--- config.mk ---
export PLATFORM = sky130hd
export DESIGN_NAME = motor_pwm_ctrl
export DESIGN_NICKNAME = d
export VERILOG_FILES = /design/src/rtl/motor_pwm_ctrl_pkg.sv /design/src/rtl/motor_pwm_channel.sv /design/src/rtl/motor_pwm_ctrl.sv
export SDC_FILE = /design/constraint.sdc
export NUM_CORES = 1
export LEC_CHECK = 0
export ABC_CLOCK_PERIOD_IN_PS = 4650
export BUFFER_PORTS_ARGS = -buffer_cell sky130_fd_sc_hd__clkbuf_2
export CORE_ASPECT_RATIO = 1.75
export CORE_UTILIZATION = 50
export CTS_CLUSTER_SIZE = 12
export DETAILED_ROUTE_END_ITERATION = 8
export GPL_TIMING_DRIVEN = 0
export MAX_ROUTING_LAYER = met4
export PLACE_DENSITY = 0.87
export SYNTH_ARGS = -nofsm -noshare
export SYNTH_HDL_FRONTEND = slang
export SYNTH_SLANG_ARGS = --single-unit
--- constraint.sdc ---
create_clock -name clock -period 4.65 [get_ports clock]
set_input_delay 0.93 -clock clock [delete_from_list [all_inputs] [get_ports clock]]
set_output_delay 0.93 -clock clock [all_outputs]
set_load 0.05 [all_outputs]
--- src/rtl/motor_pwm_ctrl_pkg.sv ---
// Shared definitions for the two-axis motor PWM controller.
package motor_pwm_ctrl_pkg;

  typedef enum logic [1:0] {
    IDLE = 2'd0,
    RUN  = 2'd1,
    DEAD = 2'd2
  } pwm_state_t;

  localparam int DIR_BIT = 0;

  // Full 32-bit comparison so large requests saturate instead of wrapping.
  function automatic logic speed_saturates(input logic [31:0] speed, input int unsigned period);
    return speed >= period;
  endfunction

endpackage

--- src/rtl/motor_pwm_channel.sv ---
// One motor axis: period/dead-time FSM with saturated duty and registered pwm/dir pins.
module motor_pwm_channel
  import motor_pwm_ctrl_pkg::*;
#(
  parameter int PERIOD      = 1000,
  parameter int CNT_W       = 10,
  parameter int DEAD_CYCLES = 50
) (
  input  logic        clock,
  input  logic        ctrl_reset_n,
  input  logic        enable,
  input  logic [31:0] speed,
  input  logic        direction_bit,
  output logic        pwm,
  output logic        dir,
  output logic        tick
);

  // One extra duty bit so a saturated duty of PERIOD fits even when PERIOD == 2**CNT_W.
  localparam int DUTY_W = CNT_W + 1;
  localparam int DEAD_W = (DEAD_CYCLES > 1) ? $clog2(DEAD_CYCLES) : 1;
  localparam logic [CNT_W-1:0]  LAST_CNT  = CNT_W'(PERIOD - 1);
  localparam logic [DUTY_W-1:0] FULL_DUTY = DUTY_W'(PERIOD);
  localparam logic [DEAD_W-1:0] LAST_DEAD = DEAD_W'(DEAD_CYCLES - 1);

  pwm_state_t        state_reg;
  logic [CNT_W-1:0]  cnt_reg;
  logic [DUTY_W-1:0] duty_reg;
  logic [DUTY_W-1:0] pend_duty_reg;
  logic [DUTY_W-1:0] duty_next;
  logic [DEAD_W-1:0] dead_reg;
  logic              dir_reg;
  logic              pend_dir_reg;
  logic              pwm_reg;

  always_comb begin
    duty_next = speed_saturates(speed, PERIOD) ? FULL_DUTY : {1'b0, speed[CNT_W-1:0]};
  end

  always_ff @(posedge clock) begin
    if (!ctrl_reset_n) begin
      state_reg     <= IDLE;
      cnt_reg       <= '0;
      duty_reg      <= '0;
      pend_duty_reg <= '0;
      dead_reg      <= '0;
      dir_reg       <= 1'b0;
      pend_dir_reg  <= 1'b0;
      pwm_reg       <= 1'b0;
    end else begin
      pwm_reg <= (state_reg == RUN) && ({1'b0, cnt_reg} < duty_reg);
      if (!enable) begin
        state_reg <= IDLE;
        cnt_reg   <= '0;
        dead_reg  <= '0;
      end else begin
        case (state_reg)
          IDLE: begin
            duty_reg  <= duty_next;
            dir_reg   <= direction_bit;
            cnt_reg   <= '0;
            state_reg <= RUN;
          end
          RUN: begin
            if (cnt_reg == LAST_CNT) begin
              cnt_reg <= '0;
              if (direction_bit == dir_reg) begin
                duty_reg <= duty_next;
              end else begin
                pend_dir_reg  <= direction_bit;
                pend_duty_reg <= duty_next;
                dead_reg      <= '0;
                state_reg     <= DEAD;
              end
            end else begin
              cnt_reg <= cnt_reg + CNT_W'(1);
            end
          end
          DEAD: begin
            // Direction pin only flips once the bridge has been off for the full dead time.
            if (dead_reg == LAST_DEAD) begin
              dir_reg   <= pend_dir_reg;
              duty_reg  <= pend_duty_reg;
              cnt_reg   <= '0;
              dead_reg  <= '0;
              state_reg <= RUN;
            end else begin
              dead_reg <= dead_reg + DEAD_W'(1);
            end
          end
          default: state_reg <= IDLE;
        endcase
      end
    end
  end

  assign pwm  = pwm_reg;
  assign dir  = dir_reg;
  assign tick = (state_reg == RUN) && (cnt_reg == LAST_CNT);

endmodule

--- src/rtl/motor_pwm_ctrl.sv ---
// Two independent motor PWM channels (X, Y) fed by the motion registers.
module motor_pwm_ctrl
  import motor_pwm_ctrl_pkg::*;
#(
  parameter int PERIOD      = 1000,
  parameter int CNT_W       = 10,
  parameter int DEAD_CYCLES = 50
) (
  input  logic        clock,
  input  logic        ctrl_reset_n,
  input  logic        enable,
  input  logic [31:0] xSpeed,
  input  logic [31:0] xDirection,
  input  logic [31:0] ySpeed,
  input  logic [31:0] yDirection,
  output logic        pwm_x,
  output logic        dir_x,
  output logic        pwm_y,
  output logic        dir_y,
  output logic        period_tick
);

  // Index 0 is the X axis, index 1 the Y axis.
  logic [31:0] speed_arr [2];
  logic        dir_bit_arr [2];
  logic        pwm_arr [2];
  logic        dir_arr [2];
  logic        tick_arr [2];
  logic        unused_ok;

  assign speed_arr[0]   = xSpeed;
  assign speed_arr[1]   = ySpeed;
  assign dir_bit_arr[0] = xDirection[DIR_BIT];
  assign dir_bit_arr[1] = yDirection[DIR_BIT];

  genvar gi;
  generate
    for (gi = 0; gi < 2; gi++) begin : g_axis
      motor_pwm_channel #(
        .PERIOD      (PERIOD),
        .CNT_W       (CNT_W),
        .DEAD_CYCLES (DEAD_CYCLES)
      ) u_channel (
        .clock         (clock),
        .ctrl_reset_n  (ctrl_reset_n),
        .enable        (enable),
        .speed         (speed_arr[gi]),
        .direction_bit (dir_bit_arr[gi]),
        .pwm           (pwm_arr[gi]),
        .dir           (dir_arr[gi]),
        .tick          (tick_arr[gi])
      );
    end
  endgenerate

  assign pwm_x       = pwm_arr[0];
  assign dir_x       = dir_arr[0];
  assign pwm_y       = pwm_arr[1];
  assign dir_y       = dir_arr[1];
  assign period_tick = tick_arr[0];

  assign unused_ok = ^{tick_arr[1], xDirection[31:1], yDirection[31:1]};

endmodule

# == Word-level counts from Yosys, hierarchy flattened ==
# Index checks and enable logic that the tools add are counted.
# totals
regBits,86
in_bits,131
out_inout_bits,5
elab_cells,104
# classes
n_addsub,4
order_cmp,4
eq_ne,18
mux,36
n_bitwise,2
n_reduce_logical,24
# ops
cell,n
two-way mux 11 bit,6
case mux 11 bit (3 select lines),2
>= comparator 32 x 10 -> 1 bit (second input constant),2
two-way mux 10 bit,6
case mux 10 bit (3 select lines),2
two-way mux 6 bit,6
case mux 6 bit (2 select lines),2
less-than comparator 10 x 11 -> 1 bit,2
adder 10 x 1 -> 10 bit (second input constant),2
== test 10 bit (second input constant),2
AND reduction 3 bit,6
adder 6 x 1 -> 6 bit (second input constant),2
== test 6 bit (second input constant),2
two-way mux 2 bit,6
case mux 2 bit (3 select lines),2
AND reduction 5 bit,2
inequality test 2 x 1 -> 1 bit (second input constant),4
inequality test 2 bit (second input constant),4
AND reduction 4 bit,2
nonzero test 2 bit,4
AND reduction 2 bit,3
nonzero test 3 bit,2
== test 2 x 1 -> 1 bit (second input constant),2
== test 2 bit (second input constant),2
6 further kinds,13

# == Depth between registers and ports, before layout ==
# logic_depth
word_depth,5
ltp_mapped,8
ltp_nobuf,7

# == Hierarchy ==
# Synthesis repeated with hierarchy kept, for this count alone.
# unflattened
hier_cells,537
area_unflattened_um2,4428.0
# by_module_without_submodules
mod,instances,cells_each,area_each_um2,seq_area_each_um2
motor_pwm_channel (g_axis[1].u_channel),1,269,2244.7,820.8
motor_pwm_channel (g_axis[0].u_channel),1,268,2183.3,820.8

# == Worst setup path after synthesis ==
# Ideal clock, no wire load.
# synth_timing
kind,register to output
startpoint,register g_axis[0].u_channel.cnt_reg[3]
endpoint,output port period_tick
t_arrival_ns,2.226
required_ns,3.720
path_slack_ns,1.494
stages_incl_launch_ff,3
path_buffers,0
path_cell_list,dfxtp_1 -> or3b_4 -> nor4_1
# synth_between
elab_chain_cells,2
# synth_rtl
element,line,source
"start, declared",motor_pwm_channel.sv:27,logic [CNT_W-1:0] cnt_reg;
"start signal, assigned",motor_pwm_channel.sv:76,cnt_reg <= cnt_reg + CNT_W'(1);
== test 10 bit,motor_pwm_channel.sv:99,assign tick = (state_reg == RUN) && (cnt_reg == LAST_CNT);
logical AND 1 bit,motor_pwm_channel.sv:99,
"end, declared",motor_pwm_ctrl.sv:20,output logic period_tick
# Every way passes these cells.

# == Worst setup path after layout ==
# layout_timing
startpoint,register g_axis[0].u_channel.cnt_reg[5]
endpoint,output port period_tick
# The elaborated chain is that of the path after synthesis.

==> impl_metrics.sql <==
INSERT INTO impl_metrics (metric_group, metric, value, unit) VALUES
('run_status', 'status', 'completed', ''),
('cts', 'clk_transition_reported_paths', '0.06', 'ns'),
('logic_synthesis', 'synthCells', '505', ''),
('sta', 'period_needed', '2.80', 'ns'),
('critical_path', 'crit_required', '3.72', 'ns'),
('finish', 'antenna_cells', '0', ''),
('cts', 'numClockSinks', '82', ''),
('worst_hold_path', 'type_of_the_most_critical_hold_path', 'reg2reg', ''),
('finish', 'layout.cells.most_common_list', 'dfxtp_1, clkbuf_2, nand2_1', ''),
('placed_design', 'post-dp-hpwl', '8.73', 'mm'),
('global_routing', 'grt_start_max_net_pins', '16', ''),
('logic_synthesis', 'dominantRegCellSynth', 'dfxtp_1', ''),
('die', 'core_region_area', '0.00861', 'mm2'),
('finish', 'layout.cells.most_common', 'dfxtp_1', ''),
('cts', 'clock_root_buffer_master', 'clkbuf_16', ''),
('sta', 'grt_setup_unrepaired', 'false', ''),
('sta', 'relSlewSlack', '52.2', '%'),
('critical_path', 'minimum_setup_slack_among_reg_to_reg_paths', '2.29', 'ns'),
('power_and_ir_drop', 'power.switching_fraction', '24.3', '%'),
('logic_synthesis', 'syn-cell-area', '0.00443', 'mm2'),
('sta', 'timing_hold_violations_final', '0', ''),
('die', 'initial_core_util', '51.4', '%'),
('sta', 'max_freq', '357', 'MHz'),
('power_and_ir_drop', 'leakage', '2.06', 'nW'),
('cts', 'cts_hold_repair.buffers', '0', ''),
('critical_path', 'critical_path_class', 'reg2out', ''),
('power_and_ir_drop', 'comb_power_share', '8.6', '%'),
('die', 'floorplan.rows', '45', ''),
('placed_design', 'placement.setup.worst_slack', '1.89', 'ns'),
('finish', 'area_growth', '18.8', '%'),
('cts', 'clock_tree_buffer_depth', '2', ''),
('logic_synthesis', 'yosysSeqAreaShare', '37.1', '%'),
('cts', 'tritoncts', 'done', ''),
('detailed_routing', 'routed_wirelength', '11.4', 'mm'),
('critical_path', 'crit_path_start', 'g_axis[0].u_channel.cnt_reg[5]', ''),
('sta', 'timing_max_transition_violations_final', '0', ''),
('finish', 'share_of_post_route_cells_with_drive_strength_above_1', '20.7', '%'),
('die', 'fp.dieArea', '0.00925', 'mm2'),
('die', 'die_height', '127', 'um'),
('logic_synthesis', 'synth-edff-count', '0', ''),
('global_routing', 'grt_pass1_wl', '18.8', 'mm'),
('logic_synthesis', 'async_reset_ff_share', '0', '%'),
('sta', 'fin_tns_setup', '0', 'ns'),
('power_and_ir_drop', 'seq_power_share', '44.1', '%'),
('die', 'io-pin-count', '136', ''),
('power_and_ir_drop', 'intPower', '1.25', 'mW'),
('sta', 'post-route-period-util', '60.2', '%'),
('power_and_ir_drop', 'power', '1.65', 'mW'),
('critical_path', 'reg2reg_launch_point', 'g_axis[1].u_channel.cnt_reg[1]', ''),
('detailed_routing', 'ant_nets', '0', ''),
('cts', 'cts_buffers', '9', ''),
('sta', 'timing.final.setup_violations', '0', ''),
('detailed_routing', 'dr_total_vias', '4204', ''),
('logic_synthesis', 'mappedNetlistNets', '664', ''),
('critical_path', 'cp-endpoint', 'period_tick', ''),
('critical_path', 'crit_arrival', '1.87', 'ns'),
('logic_synthesis', 'synth_cell_type_count', '65', ''),
('logic_synthesis', 'post_synth.cell_area_avg', '8.77', 'um2'),
('global_routing', 'grt_pass1_vias', '4309', ''),
('power_and_ir_drop', 'power.net_switching', '0.402', 'mW'),
('global_routing', 'track_usage', '27.0', '%'),
('cts', 'number_of_gates_resized_after_cts', '0', ''),
('sta', 'hold_slack', '0.463', 'ns'),
('sta', 'finalClockSkew', '0.00799', 'ns'),
('finish', 'nets', '747', ''),
('detailed_routing', 'avgRoutedWirePerCell', '16.1', 'um'),
('critical_path', 'reg2reg_depth', '7', ''),
('global_routing', 'antenna_violations_before_repair', '0', ''),
('cts', 'deepest_level_of_the_cts_h_tree', '3', ''),
('critical_path', 'critical_path_peak_fanout', '6', ''),
('finish', 'fill_cell_count', '722', '');
## per-stage QoR
stage,std cells,util (%),cell area (um2)
finish,710,61.1,5260
global route,710,61.1,5260
CTS,710,61.1,5260
detailed placement,694,57.3,4940
global placement,694,57.3,4940
floorplan,505,-,4430
## critical path, stage by stage, from the launching register on
cell and delay (ns):
dfxtp_1 0.46, nand4_1 0.31, nor4_1 0.41, clkbuf_2 0.34
## cell usage after synthesis (8+ instances only)
cell type  count  area, um2
nor2_1        39        146
o21ai_1        8       40.0
o221a_2       11        124
nand3_1       21        105
dfxtp_1       82       1640
o21ai_0       31        155
a211oi_1       8       60.1
nor4_1        11       68.8
nor3_1        10       50.1
nand2_1       41        154
nand4_1       14       87.6
inv_1         30        113
a21oi_1       21        105
clkbuf_1      11       41.3
ha_1          28        350
o221ai_1      11       96.3
xor2_1         9       78.8
## worst min-delay path by stage
stage | slack (ns) | to | startpoint | cells after the start
after CTS | 0.46 | g_axis[1].u_channel.pend_duty_reg[2] | g_axis[1].u_channel.pend_duty_reg[2] | 2
final | 0.46 | g_axis[1].u_channel.pend_duty_reg[2] | g_axis[1].u_channel.pend_duty_reg[2] | 2
after global placement | 0.44 | g_axis[1].u_channel.pend_duty_reg[1] | g_axis[1].u_channel.pend_duty_reg[1] | 2
after global routing | 0.48 | g_axis[1].u_channel.pend_duty_reg[1] | g_axis[1].u_channel.pend_duty_reg[1] | 2
after floorplan | 0.43 | g_axis[1].u_channel.duty_reg[0] | g_axis[1].u_channel.duty_reg[0] | 2
after detailed placement | 0.45 | g_axis[1].u_channel.pend_duty_reg[2] | g_axis[1].u_channel.pend_duty_reg[2] | 2
## power groups by stage
stage          Sequential [mW]  Clock, mW  Combinational [mW]
2_1_floorplan            0.748          0              0.0744
3_3_place_gp             0.742          0               0.135
3_5_place_dp             0.743          0               0.140
4_1_cts                  0.728      0.784               0.142
5_1_grt                  0.729      0.825               0.157
6_report                 0.728      0.780               0.143
## metal layers
layer | vias to the layer above | routed length [um] | global-route usage, %
met5 | - | 0 | -
met4 | 0 | 387 | 12.3
met3 | 38 | 407 | 5.72
met2 | 130 | 6310 | 49.8
met1 | 1975 | 4330 | 25.8
li1 | 2061 | - | -
## kinds of logic (layout without fill, tap and decap cells)
group           count (synthesis)  after routing  synth area share, %
compound gates                140            140                 23.0
xor+xnor                       15             15                 2.97
fa+ha+maj                      28             28                 7.91
mux                             4              4                0.904
simple gates                  186            186                 23.1
flops                          82             82                 37.1
buf+inv                        50            138                 5.08
## cell type report
| type | instances | area (um2) | share of cell area, % |
|---|---|---|---|
| multi-input cells | 373 | 2560 | 48.7 |
| flip-flops and latches | 82 | 1640 | 31.2 |
| repair buffers | 72 | 360 | 6.85 |
| clock buffers | 9 | 225 | 4.28 |
| well taps | 117 | 146 | 2.78 |
| plain buffers | 20 | 113 | 2.14 |
| inverters | 30 | 113 | 2.14 |
| clock inverters | 7 | 101 | 1.93 |
(Power assumes the default switching activity.)
